==> src/rtl/pa_mem_if_if.sv <==
// pa_mem_if_if: handshake and SRAM bus bundle between the accelerator,
// the pa_mem_if bridge and the shared single-port SRAM.
//   Read handshake : data, read_rdy (bridge -> accel), read_acq (accel -> bridge)
//   Write handshake: result_out, write_rdy (accel -> bridge), write_acq (bridge -> accel)
//   SRAM bus       : mem_addr, mem_rd_en, mem_wr_en, mem_wdata (bridge -> SRAM),
//                    mem_rdata (SRAM -> bridge, one cycle after mem_rd_en)
// The slave modport is the bridge's view; master is the environment's view.
interface pa_mem_if_if #(
    parameter int AW = 32,
    parameter int DW = 32
) ();
    logic [DW-1:0] data;
    logic          read_rdy;
    logic          read_acq;
    logic [DW-1:0] result_out;
    logic          write_rdy;
    logic          write_acq;
    logic [AW-1:0] mem_addr;
    logic          mem_rd_en;
    logic          mem_wr_en;
    logic [DW-1:0] mem_wdata;
    logic [DW-1:0] mem_rdata;

    modport slave (
        output data, read_rdy, write_acq, mem_addr, mem_rd_en, mem_wr_en, mem_wdata,
        input  read_acq, result_out, write_rdy, mem_rdata
    );

    modport master (
        input  data, read_rdy, write_acq, mem_addr, mem_rd_en, mem_wr_en, mem_wdata,
        output read_acq, result_out, write_rdy, mem_rdata
    );
endinterface

==> src/rtl/pa_mem_if.sv <==
// pa_mem_if: memory-side bridge for the PE-array accelerator.
// Prefetches words from a single-port synchronous SRAM into a small FIFO
// and presents them on the read handshake; accepts results on the write
// handshake and stores them to the destination region. Writes win over reads.
// Ports:
//   clk, rst_n     clock, asynchronous active-low reset
//   start          one-cycle pulse clearing counters, FIFO and phase register
//   state          accelerator phase (00 idle, 01 weights, 10 data, 11 compute)
//   mem_bias_addr  word offset added to the phase base on phase entry
//   weight_base    base of the weight region
//   lhs_base       base of the input-data region
//   dst_base       base of the result region
//   wr_count       results written since start (saturating)
//   bus            handshake + SRAM bus (slave view)
module pa_mem_if #(
    parameter int AW       = 32,
    parameter int DW       = 32,
    parameter int PF_DEPTH = 2
) (
    input  logic          clk,
    input  logic          rst_n,
    input  logic          start,
    input  logic [1:0]    state,
    input  logic [31:0]   mem_bias_addr,
    input  logic [AW-1:0] weight_base,
    input  logic [AW-1:0] lhs_base,
    input  logic [AW-1:0] dst_base,
    output logic [15:0]   wr_count,
    pa_mem_if_if.slave    bus
);
    localparam int PW = (PF_DEPTH > 2) ? $clog2(PF_DEPTH) : 1;

    typedef enum logic [1:0] {
        PH_IDLE    = 2'b00,
        PH_WEIGHT  = 2'b01,
        PH_STREAM  = 2'b10,
        PH_COMPUTE = 2'b11
    } phase_t;

    phase_t        r_state_q;
    logic          r_drop;
    logic          r_inflight;
    logic [AW-1:0] r_rd_addr;
    logic [15:0]   r_wr_count;
    logic [PW-1:0] r_rd_ptr;
    logic [PW-1:0] r_wr_ptr;
    logic [PW:0]   r_count;
    logic [DW-1:0] r_fifo [PF_DEPTH];

    phase_t        w_phase;
    logic          w_phase_entry;
    logic          w_flush;
    logic          w_wr_grant;
    logic          w_pop;
    logic          w_push;
    logic          w_rd_phase;
    logic          w_room;
    logic          w_rd_en;
    logic [PW+1:0] w_occupancy;
    logic [AW-1:0] w_wr_addr;

    assign w_phase       = phase_t'(state);
    // start takes precedence; the phase change is seen again once state_q is 00
    assign w_phase_entry = (w_phase != r_state_q) && !start;
    assign w_flush       = start || w_phase_entry;
    // rst_n keeps the combinational write outputs at 0 while in reset
    assign w_wr_grant    = bus.write_rdy && rst_n;
    assign w_pop         = (r_count != '0) && bus.read_acq;
    // a return landing in a flush cycle belongs to the old phase
    assign w_push        = r_inflight && !r_drop && !w_flush;
    assign w_rd_phase    = (w_phase == PH_WEIGHT) || (w_phase == PH_STREAM);

    // slots committed (buffered + returning) minus the one leaving this cycle
    assign w_occupancy   = (PW+2)'(r_count) + (PW+2)'(r_inflight) - (PW+2)'(w_pop);
    assign w_room        = w_occupancy < (PW+2)'(PF_DEPTH);
    assign w_rd_en       = w_rd_phase && !w_flush && w_room && !w_wr_grant;

    // a write in the start cycle lands at offset 0, since the count is being cleared
    assign w_wr_addr     = dst_base + AW'(start ? 16'd0 : r_wr_count);

    assign bus.write_acq = w_wr_grant;
    assign bus.mem_wr_en = w_wr_grant;
    assign bus.mem_rd_en = w_rd_en;
    assign bus.mem_addr  = w_wr_grant ? w_wr_addr : (w_rd_en ? r_rd_addr : '0);
    assign bus.mem_wdata = w_wr_grant ? bus.result_out : '0;
    assign bus.read_rdy  = (r_count != '0);
    assign bus.data      = (r_count != '0) ? r_fifo[r_rd_ptr] : '0;
    assign wr_count      = r_wr_count;

    always_ff @(posedge clk or negedge rst_n) begin
        if (!rst_n) begin
            r_state_q  <= PH_IDLE;
            r_drop     <= 1'b0;
            r_inflight <= 1'b0;
            r_rd_addr  <= '0;
            r_wr_count <= '0;
            r_rd_ptr   <= '0;
            r_wr_ptr   <= '0;
            r_count    <= '0;
        end else begin
            r_drop     <= w_flush;
            r_inflight <= w_rd_en;

            if (start) begin
                r_state_q <= PH_IDLE;
                r_rd_addr <= '0;
            end else if (w_phase_entry) begin
                r_state_q <= w_phase;
                if (w_phase == PH_WEIGHT)
                    r_rd_addr <= weight_base + AW'(mem_bias_addr);
                else if (w_phase == PH_STREAM)
                    r_rd_addr <= lhs_base + AW'(mem_bias_addr);
            end else if (w_rd_en) begin
                r_rd_addr <= r_rd_addr + 1'b1;
            end

            if (w_wr_grant) begin
                if (start)
                    r_wr_count <= 16'd1;
                else if (r_wr_count != 16'hFFFF)
                    r_wr_count <= r_wr_count + 16'd1;
            end else if (start) begin
                r_wr_count <= '0;
            end

            if (w_flush) begin
                r_rd_ptr <= '0;
                r_wr_ptr <= '0;
                r_count  <= '0;
            end else begin
                if (w_push)
                    r_wr_ptr <= r_wr_ptr + 1'b1;
                if (w_pop)
                    r_rd_ptr <= r_rd_ptr + 1'b1;
                r_count <= r_count + (PW+1)'(w_push) - (PW+1)'(w_pop);
            end
        end
    end

    // FIFO storage needs no reset: data is masked to 0 whenever the FIFO is empty
    generate
        for (genvar gi = 0; gi < PF_DEPTH; gi++) begin : g_fifo
            always_ff @(posedge clk) begin
                if (w_push && (r_wr_ptr == PW'(gi)))
                    r_fifo[gi] <= bus.mem_rdata;
            end
        end
    endgenerate
endmodule

==> src/flat_wrapper.sv <==
// flat-port wrapper written by rule: the top's interface ports become plain ports
module pa_mem_if_flat 
#(
    parameter int AW       = 32,
    parameter int DW       = 32,
    parameter int PF_DEPTH = 2
)
  (clk, rst_n, start, state, mem_bias_addr, weight_base, lhs_base, dst_base, wr_count, bus_data, bus_read_rdy, bus_write_acq, bus_mem_addr, bus_mem_rd_en, bus_mem_wr_en, bus_mem_wdata, bus_read_acq, bus_result_out, bus_write_rdy, bus_mem_rdata);
  pa_mem_if_if #(.AW(AW), .DW(DW)) bus_i ();
  input  logic clk;
  input  logic rst_n;
  input  logic start;
  input  logic [1:0] state;
  input  logic [31:0] mem_bias_addr;
  input  logic [AW-1:0] weight_base;
  input  logic [AW-1:0] lhs_base;
  input  logic [AW-1:0] dst_base;
  output logic [15:0] wr_count;
  output wire logic [$bits(bus_i.data)-1:0] bus_data;
  output wire logic [$bits(bus_i.read_rdy)-1:0] bus_read_rdy;
  output wire logic [$bits(bus_i.write_acq)-1:0] bus_write_acq;
  output wire logic [$bits(bus_i.mem_addr)-1:0] bus_mem_addr;
  output wire logic [$bits(bus_i.mem_rd_en)-1:0] bus_mem_rd_en;
  output wire logic [$bits(bus_i.mem_wr_en)-1:0] bus_mem_wr_en;
  output wire logic [$bits(bus_i.mem_wdata)-1:0] bus_mem_wdata;
  input wire logic [$bits(bus_i.read_acq)-1:0] bus_read_acq;
  input wire logic [$bits(bus_i.result_out)-1:0] bus_result_out;
  input wire logic [$bits(bus_i.write_rdy)-1:0] bus_write_rdy;
  input wire logic [$bits(bus_i.mem_rdata)-1:0] bus_mem_rdata;
  assign bus_data = bus_i.data;
  assign bus_read_rdy = bus_i.read_rdy;
  assign bus_write_acq = bus_i.write_acq;
  assign bus_mem_addr = bus_i.mem_addr;
  assign bus_mem_rd_en = bus_i.mem_rd_en;
  assign bus_mem_wr_en = bus_i.mem_wr_en;
  assign bus_mem_wdata = bus_i.mem_wdata;
  assign bus_i.read_acq = bus_read_acq;
  assign bus_i.result_out = bus_result_out;
  assign bus_i.write_rdy = bus_write_rdy;
  assign bus_i.mem_rdata = bus_mem_rdata;
  pa_mem_if #(.AW(AW), .DW(DW), .PF_DEPTH(PF_DEPTH)) u_core (.clk(clk), .rst_n(rst_n), .start(start), .state(state), .mem_bias_addr(mem_bias_addr), .weight_base(weight_base), .lhs_base(lhs_base), .dst_base(dst_base), .wr_count(wr_count), .bus(bus_i));
endmodule
==> config.mk <==
export PLATFORM = sky130hd
export DESIGN_NAME = pa_mem_if_flat
export DESIGN_NICKNAME = d
export VERILOG_FILES = /design/src/rtl/pa_mem_if_if.sv /design/src/rtl/pa_mem_if.sv /design/src/flat_wrapper.sv
export SDC_FILE = /design/constraint.sdc
export NUM_CORES = 1
export LEC_CHECK = 0
export ABC_AREA = 1
export ABC_CLOCK_PERIOD_IN_PS = 6200
export BUFFER_PORTS_ARGS = -buffer_cell sky130_fd_sc_hd__buf_2
export CAP_MARGIN = 20
export CORE_ASPECT_RATIO = 1.2
export CORE_MARGIN = 3
export CORE_UTILIZATION = 59
export CTS_BUF_LIST = sky130_fd_sc_hd__clkbuf_2 sky130_fd_sc_hd__clkbuf_4 sky130_fd_sc_hd__clkbuf_8
export DETAILED_ROUTE_END_ITERATION = 8
export PLACE_DENSITY = 0.95
export SLEW_MARGIN = 10
export SYNTH_ARGS = -nofsm -noshare
export SYNTH_HDL_FRONTEND = slang
export SYNTH_SLANG_ARGS = --single-unit
==> constraint.sdc <==
create_clock -name clk -period 6.2 [get_ports clk]
set_input_delay 0.31 -clock clk [delete_from_list [all_inputs] [get_ports clk]]
set_output_delay 0.31 -clock clk [all_outputs]
set_load 0.03 [all_outputs]
# Word-level counts from Yosys, hierarchy flattened
# Memories as Yosys holds them, arrays and structs flattened.
# Index checks and enable logic that the tools add are counted.
[totals]
reg_bits = 56
ramBits = 64
inputBits = 199
wordCells = 81
n_memories = 1
[mem_list]
columns = ["name", "depth", "width", "read_ports", "rd_clocked_by_memory_dff", "write_ports", "line", "text"]
rows = [
  ["u_core.r_fifo", 2, 32, 1, 0, 1, "pa_mem_if.sv:48", "logic [DW-1:0] r_fifo [PF_DEPTH];"],
]
[classes]
addsub = 11
n_lt_le_gt_ge = 1
n_eq_ne = 5
n_mux = 28
bitwise = 1
n_reduce_logical = 26
[op_table]
columns = ["op", "count"]
rows = [
  ["32-bit two-way mux", 10],
  ["32-bit adder", 3],
  ["16-bit two-way mux", 5],
  ["32-bit by 1-bit adder with 32-bit output, second input constant", 1],
  ["32-bit OR reduction", 1],
  ["16-bit by 1-bit adder with 16-bit output, second input constant", 1],
  ["16-bit != test, second input constant", 1],
  ["2-bit nonzero test", 6],
  ["1-bit logical AND", 10],
  ["1-bit two-way mux", 10],
  ["2-bit two-way mux", 3],
  ["1-bit zero test", 4],
  ["4-bit != test, second input constant", 1],
  ["2-bit AND reduction", 2],
  ["2-bit by 1-bit adder with 3-bit output", 1],
  ["3-bit by 2-bit < comparator with 1-bit output, second input constant", 1],
  ["3-bit nonzero test", 1],
  ["3-bit by 1-bit subtractor with 3-bit output", 1],
  ["1-bit adder, second input constant", 2],
  ["2-bit by 1-bit adder with 2-bit output", 1],
  ["2-bit by 1-bit equality test with 1-bit output, second input constant", 1],
  ["2-bit equality test, second input constant", 1],
  ["1-bit logical OR", 2],
  ["2-bit != test", 1],
  ["2 further kinds", 2],
]

# Logic depth before layout (Yosys ltp)
# Gate-level depths: netlist of the first run.
[logic_depth]
ltp_word = 10
depth_mapped = 21

# Worst setup path after synthesis of the first run
# No wires, ideal clock.
[synth_path]
path_kind = "input port to output port"
startpoint = "input start"
endpoint = "output bus_mem_addr[20]"
t_arrival_ns = 2.923
t_required_ns = 5.890
slack_ns = 2.967
path_stages = 14
cell_sequence = "buf_4 > buf_1 > buf_1 > nor2_1 > ha_1 > a21oi_1 > nand2_1 > nand2_1 > nand2_1 > nand3_1 > nand2_1 > nand2_1 > o21ai_0 > o21ai_0"
[synth_via]
elab_chain_len = 9
[synth_lines]
columns = ["item", "line", "text"]
rows = [
  ["from (decl)", "flat_wrapper.sv:12", "input logic start;"],
  ["parallel branches: the longest is 8 deep, another holds 32-bit adder", "--", ""],
  ["32-bit two-way mux *", "pa_mem_if.sv:84", "assign bus.mem_addr = w_wr_grant ? w_wr_addr : (w_rd_en ? r_rd_addr : '0);"],
  ["to (decl)", "flat_wrapper.sv:22", "output wire logic [$bits(bus_i.mem_addr)-1:0] bus_mem_addr;"],
]
# Mark *: on every way between the ends.

# Worst setup path in the final report of the first run
[layout_path]
startpoint = "register u_core.r_count[1]"
endpoint = "output bus_mem_addr[14]"
[layout_via]
elab_chain_len = 8
[layout_lines]
columns = ["item", "line", "text"]
rows = [
  ["from (decl)", "pa_mem_if.sv:47", "logic [PW:0] r_count;"],
  ["from (signal assigned)", "pa_mem_if.sv:135", "r_count <= r_count + (PW+1)'(w_push) - (PW+1)'(w_pop);"],
  ["parallel branches: the longest is 2 deep, another holds 2-bit by 1-bit adder with 3-bit output", "--", ""],
  ["3-bit by 1-bit subtractor with 3-bit output *", "pa_mem_if.sv:74", "assign w_occupancy = (PW+2)'(r_count) + (PW+2)'(r_inflight) - (PW+2)'(w_pop);"],
  ["3-bit by 2-bit < comparator with 1-bit output *", "pa_mem_if.sv:75", "assign w_room = w_occupancy < (PW+2)'(PF_DEPTH);"],
  ["1-bit logical AND * (2 in a row)", "pa_mem_if.sv:76", "assign w_rd_en = w_rd_phase && !w_flush && w_room && !w_wr_grant;"],
  ["32-bit two-way mux * (2 in a row)", "pa_mem_if.sv:84", ""],
]
# Marks and branches as above.

==> results of run 1 <==
state kept, by name (all words and copies together) (netlist names):
name	flops
u_core.r_rd_ptr	1
u_core.r_wr_ptr	1
u_core.r_count	2
u_core.r_drop	1
u_core.r_state_q	2
u_core.r_fifo	64
u_core.r_rd_addr	32
u_core.r_inflight	1
u_core.wr_count	16
power by group through the flow:
stage | clock (mW) | sequential (mW) | combinational (mW)
4_1_cts | 0.810 | 0.936 | 0.692
3_5_place_dp | 0 | 0.953 | 0.686
5_1_grt | 0.841 | 0.946 | 0.783
6_report | 0.816 | 0.939 | 0.703
3_3_place_gp | 0 | 0.950 | 0.671
2_1_floorplan | 0 | 0.935 | 0.472
cell families (layout without fill, tap and decap cells):
group | count (synthesis) | after routing | synth area share [%]
XOR/XNOR | 39 | 39 | 3.13
buffers and inverters | 294 | 602 | 10.5
other | 0 | 2 | 0
AO/OA/AOI/OAI | 225 | 225 | 11.0
AND/OR/NAND/NOR | 1000 | 1000 | 37.4
flip-flops | 120 | 120 | 30.4
adder cells (fa/ha/maj) | 64 | 64 | 7.54
worst max path at each step:
| stage | slack [ps] | start | end |
|---|---|---|---|
| 2_1_floorplan | 2970 | start | bus_mem_addr[20] |
| 3_5_place_dp | 2660 | u_core.r_count[1]$_DFF_PN0_ | bus_mem_addr[14] |
| 6_report | 2090 | u_core.r_count[1]$_DFF_PN0_ | bus_mem_addr[14] |
| 4_1_cts | 2090 | u_core.r_count[1]$_DFF_PN0_ | bus_mem_addr[14] |
| 5_1_grt | 1830 | u_core.r_count[1]$_DFF_PN0_ | bus_mem_addr[3] |
| 3_3_place_gp | 2860 | u_core.r_count[1]$_DFF_PN0_ | bus_mem_addr[14] |
cells in the mapped netlist, drive strengths merged (2+ instances only):
master | n | area share [%]
nand2 | 626 | 22
inv | 248 | 8.5
nor2 | 211 | 7.8
a21oi | 119 | 5.5
nand3 | 101 | 4.7
o21ai | 78 | 3.6
edfxtp | 64 | 18
ha | 61 | 7.0
dfrtp | 56 | 13
nor3 | 29 | 1.3
xor2 | 28 | 2.2
clkbuf | 27 | 0.93
nand4 | 21 | 1.3
buf | 17 | 1.0
xnor2 | 11 | 0.88
o22ai | 7 | 0.40
o21bai | 6 | 0.41
or2 | 4 | 0.23
a21o | 3 | 0.21
a22oi | 3 | 0.21
and2 | 3 | 0.17
fa | 3 | 0.55
a31oi | 2 | 0.11
clkinv | 2 | 0.069
nor4 | 2 | 0.11
o21a | 2 | 0.14
o2bb2ai | 2 | 0.16
layer usage:
metal | track usage (%) | up-vias
met5 | 0 | -
met4 | 18.5 | 0
met3 | 5.12 | 142
met2 | 58.8 | 749
met1 | 41.4 | 5619
li1 | - | 6134
layout make-up:
| cell class | instances | area share, % |
|---|---|---|
| clock buffers | 17 | 1.79 |
| well taps | 220 | 2.11 |
| flip-flops and latches | 120 | 25.5 |
| repair buffers | 320 | 12.4 |
| clock inverters | 15 | 1.55 |
| inverters | 250 | 7.21 |
| multi-input cells | 1328 | 49.5 |
| diodes | 2 | 0.0383 |
metrics by stage:
step                      hold WS, ps  util, %  cells
after global placement            498     70.7   2238
final                           -3.98     73.2   2272
after floorplan                  14.4        -   1742
after global routing             16.8     73.2   2271
after detailed placement          502     70.7   2238
after CTS                        28.4     73.1   2270
==> results.json, run 1 <==
{
  "status": "complete, but fails checks",
  "violations": "negative hold slack",
  "placed_area_mm2": 0.0126,
  "core_area_mm2": 0.0178,
  "grt_pass1_wl_um": 56100,
  "wl_um": 35800,
  "post_cts_resized": 0,
  "end_kind": "output pin",
  "power-per-cell-area_mw_per_mm2": 188,
  "fin_crit_ps": 4110,
  "synthArstFlopShare_pct": 46.7,
  "clock.fmax_ghz": 0.243,
  "grt_start_max_net_pins": 58,
  "cp_common_cell": "nor2_1",
  "combinationalPowerShare_pct": 28.6,
  "clkSinkCount": 120,
  "power.total_mw": 2.46,
  "criticalPathCategory": "reg -> out",
  "arrival_ps": 3800,
  "p_sw_mw": 0.926,
  "path_cells": "nor2_2 -> buf_4 -> nor2_1 -> ha_1 -> nor2_1 -> fa_1 -> xor2_1 -> nand3_2 -> nor2_4 -> inv_2 -> nor2_1 -> o21bai_1 -> buf_2",
  "clkPwrFrac_pct": 33.2,
  "seqPwrFrac_pct": 38.2,
  "cp-start-kind": "flip-flop",
  "numCtsBuffers": 17,
  "r2r_end": "u_core.r_rd_addr[24]$_DFFE_PN0P_",
  "synth_edf_count": 64,
  "syn-num-nets": 2005,
  "clockBufferDepth": 2,
  "hold_buffers": 0,
  "antenna_found_initial": 1,
  "p_sw_share_pct": 37.7,
  "ys_warn_count": 0,
  "fin_ws_ps": 2090,
  "multiInputGateArea_mm2": 0.00645,
  "drtIter0Drc": 1281,
  "first_pass_iters": 6,
  "grt_use_total_pct": 34.5,
  "initial_utilization_pct": 61.2,
  "dpl.hpwl_um": 28000,
  "clk_pin_slew_worst_paths_ps": 90,
  "timing.hold.ws_ps": -3.98,
  "drc": 0,
  "seq_area_mm2": 0.00332,
  "rrSetupSlack_ps": 2570,
  "io_pins": 315,
  "crit_family": "simple AND/OR/NAND/NOR gates",
  "critPathMaxStageDelay_ps": 450,
  "reg2reg_from": "u_core.r_count[1]$_DFF_PN0_",
  "wl_met3_um": 3200,
  "die_w_um": 130,
  "die_height_um": 155,
  "crit_slowest_cell": "dfrtp_1",
  "wl_per_cell_um": 15.8,
  "grt_pass1_vias": 11833,
  "power.internal_mw": 1.53,
  "slew_viol_final": 0,
  "rows": 53,
  "vias_per_cell": 5.57,
  "dp_slack_ps": 2660,
  "top_layer_used": "met4",
  "synth_seq_cells": 120,
  "h-tree-depth": 4,
  "synth_cell_type_count": 48,
  "final_common_cell": "nand2_1",
  "finalHoldViolCount": 4,
  "via_count": 12644,
  "num-fill-cells": 1486,
  "post_cts_buffers": 0,
  "worst-path-stages": 13,
  "layout.nets": 2300,
  "ys_seq_area_share_pct": 30.4,
  "finalSetupTns_ps": 0,
  "cp_data_required_time_ps": 5890,
  "setup_viol": 0,
  "die_area_mm2": 0.0202,
  "yosys_most_used_dff": "edfxtp_1",
  "io_buffers": 314,
  "grt-ovfl-total": 0,
  "met2_length_um": 17300,
  "grt_setup_unrepaired": "no",
  "avgSynthCellArea_um2": 6.27,
  "postRouteAntennaNets": 0,
  "maxSlewHeadroom_pct": 27.3,
  "min_period_over_period_pct": 66.3,
  "gp_congestion": 0.994,
  "mostFrequentLayoutCells": "nand2_1 (621), buf_2 (314), inv_1 (240), nor2_1 (199), a21oi_1 (119)",
  "insertion_delay_ps": 460,
  "worst_pin_slew_ps": 1090,
  "synth_cells": 1742,
  "cp.buffers_inverters": 3,
  "vdd_ir_drop_max_mv": 0.147,
  "syn_to_final_growth_pct": 19.5,
  "hold_path.class": "in -> async",
  "cts_root_buffer": "clkbuf_8",
  "power_leakage_nw": 7.15,
  "reg2reg_depth": 15,
  "drive_above_1_share_pct": 18.6,
  "maxCapViolCount": 0,
  "critPathMaxFanout": 34,
  "syn-cell-area_mm2": 0.0109,
  "drt-met1-wl_um": 13400,
  "fin_area_mm2": 0.0131,
  "finClkSkew_ps": 10.8,
  "cts_tree": "done"
}
(Power assumes the default switching activity.)
==> run 2, diff against run 1 <==
Settings changed: ABC_CLOCK_PERIOD_IN_PS 6200 to 3400, CORE_UTILIZATION 59 to 50, PLACE_DENSITY 0.95 to 0.89.
Clock period 6.2 ns to 3.4 ns, I/O delays scaled along.
==> results.json, run 2 (synthesized netlist as in run 1, its figures left out) <==
{
  "syn_to_final_growth_pct": 24.1,
  "hold_start": "start",
  "seq_area_mm2": 0.00332,
  "grt_use_total_pct": 29.2,
  "drc": 0,
  "status": "complete, no violations",
  "antenna_found_initial": 0,
  "grt-ovfl-total": 0,
  "drive_above_1_share_pct": 19.1,
  "die_w_um": 141,
  "placed_area_mm2": 0.0127,
  "min_period_over_period_pct": 93.9,
  "reg2reg_from": "u_core.r_count[1]$_DFF_PN0_",
  "clkSinkCount": 120,
  "critPathMaxFanout": 16,
  "vdd_ir_drop_max_mv": 0.283,
  "critPathMaxStageDelay_ps": 440,
  "clockBufferDepth": 2,
  "grt_use_met1_pct": 36.2,
  "power_leakage_nw": 7.35,
  "final_common_cell": "nand2_1",
  "met3_usage_pct": 4.66,
  "numCtsBuffers": 17,
  "gp_congestion": 0.987,
  "wl_um": 35500,
  "grt_pass1_vias": 12165,
  "drtIter0Drc": 1117,
  "mostFrequentLayoutCells": "nand2_1 (619), buf_2 (311), inv_1 (239), nor2_1 (198), a21oi_1 (119)",
  "n_antenna_cell": 0,
  "grt_use_met2_pct": 49.6,
  "cts_tree": "done",
  "regMostFlops": "u_core.r_fifo",
  "setup.worst_path.start": "u_core.r_count[1]$_DFF_PN0_",
  "fin_area_mm2": 0.0136,
  "fin_ws_ps": 206,
  "cts_root_buffer": "clkbuf_8",
  "grt_start_max_net_pins": 57,
  "clock.fmax_ghz": 0.313,
  "dp_slack_ps": 281,
  "maxSlewHeadroom_pct": 36.0,
  "core_area_mm2": 0.0212,
  "insertion_delay_ps": 450,
  "hold_path.class": "in -> reg",
  "slew_viol_final": 0,
  "finalSetupTns_ps": 0,
  "die_area_mm2": 0.0237,
  "layout.nets": 2346,
  "io_buffers": 314,
  "vias_per_cell": 5.35,
  "die_height_um": 168,
  "path_cells": "nor2_2 -> nor2_2 -> ha_1 -> nor2_1 -> fa_1 -> nor2_1 -> nand3_2 -> nor2_4 -> buf_6 -> nand2_1 -> o21ai_0 -> buf_4",
  "initial_utilization_pct": 51.5,
  "dpl.hpwl_um": 26900,
  "instances_no_fill": 2366,
  "first_pass_iters": 6,
  "multiInputGateArea_mm2": 0.00647,
  "clk_pin_slew_worst_paths_ps": 80,
  "finalHoldViolCount": 0,
  "power.total_mw": 4.42,
  "worst_pin_slew_ps": 954,
  "crit_slowest_cell": "fa_1",
  "via_count": 12669,
  "fin_crit_ps": 3190,
  "cp-start-kind": "flip-flop",
  "setup_viol": 0,
  "postRouteAntennaNets": 0,
  "top_usage_layer": "met2",
  "criticalPathCategory": "reg -> out",
  "io_pins": 315,
  "arrival_ps": 3020,
  "largest_reg_flops": 64,
  "placed_cells": 2294,
  "finClkSkew_ps": 16.6,
  "maxCapViolCount": 0,
  "end_kind": "output pin",
  "num-fill-cells": 1857,
  "cp_data_required_time_ps": 3230,
  "rrSetupSlack_ps": 440,
  "wl_per_cell_um": 15.0,
  "rows": 58,
  "power-per-cell-area_mw_per_mm2": 326,
  "h-tree-depth": 4,
  "utilization_pct": 64.0,
  "grt_pass1_wl_um": 57400,
  "timing.hold.ws_ps": 108
}
[run 2: path summary, 6_finish.rpt]
| kind | cells after the start | endpoint |
|---|---|---|
| worst max-delay path | 12 | bus_mem_addr[30] |
| max in group asynchronous | 3 | u_core.r_rd_ptr$_DFFE_PN0P_ |
| worst min-delay path | 2 | u_core.r_state_q[0]$_DFFE_PN0P_ |
| worst max register to register | 14 | u_core.r_rd_addr[9]$_DFFE_PN0P_ |
| min in group asynchronous | 3 | u_core.wr_count[15]$_DFFE_PN0P_ |
| worst min register to register | 1 | u_core.r_wr_ptr$_DFFE_PN0P_ |
[run 2: what timing repair did]
action                                  in CTS  in global routing
pin swaps                                    0                  2
endpoints found under the setup margin       2                 42
setup buffers                                1                  4
hold buffers                                35                  0
hold endpoints to repair                   122                  0
resized for setup                            1                 16
[run 2: power by group]
group	total, mW	internal, mW	switching, mW
combinational	1.32	0.468	0.856
clock	1.38	0.682	0.701
sequential	1.72	1.61	0.111
[run 2: final cells by class]
type | count | share of cell area (%)
clock buffers | 17 | 1.73
multi-input cells | 1328 | 47.8
clock inverters | 15 | 1.33
inverters | 250 | 6.96
repair buffers | 366 | 15.2
well taps | 270 | 2.49
flip-flops and latches | 120 | 24.5
[run 2: layer usage]
layer  routed length, um  share of wire [%]
met3                3090                8.7
met5                   0                  0
met2               16900                 48
met4                1720                4.8
met1               13800                 39
[run 2: critical path, delay by kind of cell, from the launching register on]
family,cells,cell delay [ps]
and+or+nand+nor,7,890
adders and majority gates,2,710
DFF,1,430
buffers and inverters,2,420
AOI/OAI and AO/OA,1,120
